--- config.mk ---
export PLATFORM = sky130hd
export DESIGN_NAME = digital_clock_core
export DESIGN_NICKNAME = d
export VERILOG_FILES = /design/src/rtl/digital_clock_core.sv
export SDC_FILE = /design/constraint.sdc
export NUM_CORES = 1
export LEC_CHECK = 0
export BUFFER_PORTS_ARGS = -buffer_cell sky130_fd_sc_hd__buf_2
export CORE_UTILIZATION = 30
export DETAILED_ROUTE_END_ITERATION = 8
export HOLD_SLACK_MARGIN = 0.05
export PLACE_DENSITY = 0.62
export SKIP_CTS_REPAIR_TIMING = 1
export SLEW_MARGIN = 20
export SYNTH_ARGS = -nofsm -noshare
export SYNTH_HDL_FRONTEND = slang
export SYNTH_SLANG_ARGS = --single-unit
--- constraint.sdc ---
create_clock -name clk -period 2.6 [get_ports clk]
set_input_delay 0.13 -clock clk [delete_from_list [all_inputs] [get_ports clk]]
set_output_delay 0.13 -clock clk [all_outputs]
set_load 0.1 [all_outputs]
--- src/rtl/digital_clock_core.sv ---
// digital_clock_core
// MM:SS counter, 00:00 to MIN_MAX:SEC_MAX, advanced by an internal
// one-second tick derived from clk by a prescaler. All outputs are registered.
// reset is synchronous and active-high and takes priority over any tick.
module digital_clock_core #(
  parameter int unsigned TICKS_PER_SEC = 1,
  parameter int unsigned SEC_MAX       = 59,
  parameter int unsigned MIN_MAX       = 59
) (
  input  logic       clk,
  input  logic       reset,
  output logic [5:0] seconds,
  output logic [5:0] minutes,
  output logic       sec_tick,
  output logic       min_wrap
);

  logic       tick;
  logic       sec_last;
  logic       min_last;
  logic [5:0] seconds_d;
  logic [5:0] minutes_d;
  logic       wrap_d;

  generate
    if (TICKS_PER_SEC == 1) begin : g_no_prescale
      // Every clk is a second, so the tick never drops outside reset.
      assign tick = 1'b1;
    end else begin : g_prescale
      localparam logic [31:0] LAST = 32'(TICKS_PER_SEC - 1);
      logic [31:0] pre_cnt;

      // Prescaler runs 0..TICKS_PER_SEC-1 and restarts from 0 after reset.
      always_ff @(posedge clk) begin
        // NOTE: sequential state always uses non-blocking assignments so every
        // register samples the pre-edge values of the others.
        if (reset)                pre_cnt <= '0;
        else if (pre_cnt == LAST) pre_cnt <= '0;
        else                      pre_cnt <= pre_cnt + 32'd1;
      end

      assign tick = (pre_cnt == LAST);
    end
  endgenerate

  assign sec_last = (seconds == 6'(SEC_MAX));
  assign min_last = (minutes == 6'(MIN_MAX));

  // Next-count logic: seconds roll into minutes, minutes roll into a wrap pulse.
  always_comb begin
    // NOTE: every output of this block gets a default first, so no path
    // through the if-chain can leave one unassigned and infer a latch.
    seconds_d = seconds;
    minutes_d = minutes;
    wrap_d    = 1'b0;
    if (tick) begin
      if (!sec_last) begin
        seconds_d = seconds + 6'd1;
      end else begin
        seconds_d = '0;
        if (!min_last) begin
          minutes_d = minutes + 6'd1;
        end else begin
          minutes_d = '0;
          wrap_d    = 1'b1;
        end
      end
    end
  end

  // Count and pulse registers; pulses line up with the edge that moves the count.
  always_ff @(posedge clk) begin
    if (reset) begin
      seconds  <= '0;
      minutes  <= '0;
      sec_tick <= 1'b0;
      min_wrap <= 1'b0;
    end else begin
      seconds  <= seconds_d;
      minutes  <= minutes_d;
      sec_tick <= tick;
      min_wrap <= wrap_d;
    end
  end

endmodule

==> summary.md <==
| Metric | Value |
|---|---|
| Bufs on Longest Clock Path | `2` |
| Worst-path maximum fanout | `6` |
| GRT Resource Usage Total | `14.4%` |
| HP Class | `in -> reg` |
| Nets | `87` |
| Vias in the first global route | `488` |
| Starting Density | `31.7%` |
| Drt wl/cell | `12.3 um` |
| Ys Warns | `0` |
| Post-synthesis register bit count | `14` |
| Critical Path RT | `2780 ps` |
| H-tree depth | `1` |
| Final WL | `1.34 mm` |
| Largest stage delay on the critical path | `430 ps` |
| Maximum clock rate | `0.625 GHz` |
| Syn_nets | `68` |
| Setup_tns | `0 ps` |
| Dominant synthesized flop cell | `dfxtp_1` |
| Crit. End Element | `register` |
| Async set-reset flop share out of synthesis | `0%` |
| Synthesized area per cell | `9.62 um2` |
| Gpl congestion | `0.813` |
| Cell Area, Synth | `616 um2` |
| Drt pass-1 iters | `4` |
| Clk slew on worst S/H paths | `80 ps` |
| Library cells used by synthesis | `29` |
| Die width | `47.3 um` |
| CP arrival | `1780 ps` |
| Pins Over Slew Limit | `0` |
| Cell breakdown of the critical path | `ha_1 -> nand4b_1 -> a211o_2 -> a32o_1` |
| Non-Filler Instances | `109` |
| Die span in y | `47.3 um` |
| GRT Residual Overflow | `0` |
| Hold Fails Final Rpt | `0` |
| Skew-Pair Late Insertion Delay | `280 ps` |
| First-pass GRT wire length | `2.14 mm` |
| Final setup viols | `0` |
| Drt first-iter violations | `14` |
| Cts bufs inserted | `3` |
| Number of enable flip-flop cells after synthesis | `0` |
| Initial antenna violation count | `0` |
| VDD IR max | `307 uV` |
| Synth cell count leaders | `dfxtp_1, nor3_1, nand3_1` |
| Startpoint types | `register` |
| Vias per cell | `5.15` |
| Antenna viol nets, final | `0` |
| Synthesis-to-layout area growth | `23.0%` |
| CTS tree | `yes` |
| Share of the synthesized area in the top cell type | `45.5%` |
| Placed Area | `721 um2` |
| Leakage | `0.323 nW` |
| Worst clock skew | `0.935 ps` |
| Worst-Margin Slew | `482 ps` |
| Min cycle time layout | `1600 ps` |
| Sequential cell area fraction in the yosys report | `45.5%` |
| DRC viols | `0` |
| HPWL after detailed placement | `942 um` |
| Post-synth top area cell | `dfxtp_1` |
| Largest cells by area after synthesis | `dfxtp_1, nor3_1, ha_1` |
| Root Driver | `clkbuf_4` |
| Slew HR | `67.7%` |
| Largest net degree at the start of global routing | `15` |
| Status | `completed` |
| PortBufs | `15` |
| Maximum Capacitance Violations | `0` |
| Kind of critical path | `reg -> reg` |
| RSZ-0062 raised after global routing | `no` |
| Die Area | `0.00224 mm2` |
| Finished Cell Area | `757 um2` |
| Row Count | `16` |
| Critical Path Slowest Stage Cell | `dfxtp_1` |
| Hold slack | `205 ps` |
| Core box area | `0.00194 mm2` |
| Final cycle utilization of the critical path | `61.5%` |
| CTS Sinks | `14` |
| Fraction of layout cells with a size suffix above 1 | `26.8%` |
| Synthesized instance count | `64` |
| # IOs | `16` |
| Via count | `561` |
| Inst Count DP | `105` |
| Diode count | `0` |
| Power per standard cell area | `597 mW/mm2` |
| Top-count cell post-synth | `dfxtp_1` |
## registers in the layout (all words and copies together), names as in the netlist
register	cells
min_wrap	1
minutes	6
sec_tick	1
seconds	6
## worst paths after layout
kind | startpoint | endpoint | slack, ps | cells after the start
min reg2reg | seconds[0] | seconds[0] | 500 | 1
max reg2reg | minutes[0] | minutes[5] | 1000 | 4
max | minutes[0] | minutes[5] | 1000 | 4
min | reset | minutes[1] | 200 | 2
## report_power, final
group	internal [mW]	switching [mW]
logic	0.0113	0.0570
clock network	0.0852	0.0710
registers	0.221	0.00680
## layout by cell type, fill, tap and decap left out, drive strengths merged
master / netlist / routed
inv: 4 / 4
or3: 1 / 1
a32o: 1 / 1
clkbuf: 1 / 4
nand4b: 2 / 2
dfxtp: 14 / 14
buf: 0 / 15
nor3: 6 / 6
a31oi: 1 / 1
nor3b: 1 / 1
nand4: 1 / 1
a211oi: 2 / 2
nand3: 5 / 5
ha: 2 / 2
o2bb2ai: 1 / 1
o41ai: 1 / 1
o21ai: 3 / 3
o31ai: 1 / 1
xor2: 2 / 2
nor2: 2 / 2
and4b: 1 / 1
a21oi: 1 / 1
nand2: 4 / 4
xnor2: 1 / 1
o211ai: 2 / 2
o311ai: 1 / 1
nor4: 1 / 1
a211o: 1 / 1
or4: 1 / 1
## metal layers
metal,routed length (um),GRT usage (%),vias to the layer above
met5,0,0,-
met4,7,5.14,0
li1,-,-,282
met3,81,8.08,2
met1,668,17.2,259
met2,580,21.6,18
## kinds of logic (layout without fill, tap and decap cells)
| family | Yosys count | after routing | share of synthesized area [%] |
|---|---|---|---|
| AO/OA/AOI/OAI | 15 | 15 | 17.9 |
| XOR/XNOR | 3 | 3 | 4.27 |
| adder cells (fa/ha/maj) | 2 | 2 | 4.06 |
| buffers and inverters | 5 | 23 | 3.05 |
| flip-flops | 14 | 14 | 45.5 |
| AND/OR/NAND/NOR | 25 | 25 | 25.2 |
## final cells by class
| class | instances | area [um2] |
|---|---|---|
| Tap cell | 27 | 33.8 |
| Multi-Input combinational cell | 45 | 317 |
| Sequential cell | 14 | 280 |
| Clock buffer | 4 | 36.3 |
| Inverter | 4 | 15.0 |
| Fill cell | 224 | 1180 |
| Timing Repair Buffer | 15 | 75.1 |
## through the flow
| step | setup WS, ps | util (%) | power (mW) |
|---|---|---|---|
| 6_report | 1000 | 39.0 | 0.452 |
| 3_5_place_dp | 1020 | 37.1 | 0.300 |
| 3_3_place_gp | 1040 | 37.1 | 0.299 |
| 2_1_floorplan | 385 | - | 0.289 |
| 5_1_grt | 924 | 39.0 | 0.474 |
| 4_1_cts | 1010 | 39.0 | 0.459 |
## worst max-delay path, delay by kind of cell (launching register included)
family / cells / cell delay (ps)
DFF: 1 / 430
adders and majority gates: 1 / 230
AOI/OAI and AO/OA: 2 / 610
and+or+nand+nor: 1 / 230
Note: power is estimated with default switching activity, not from simulation.
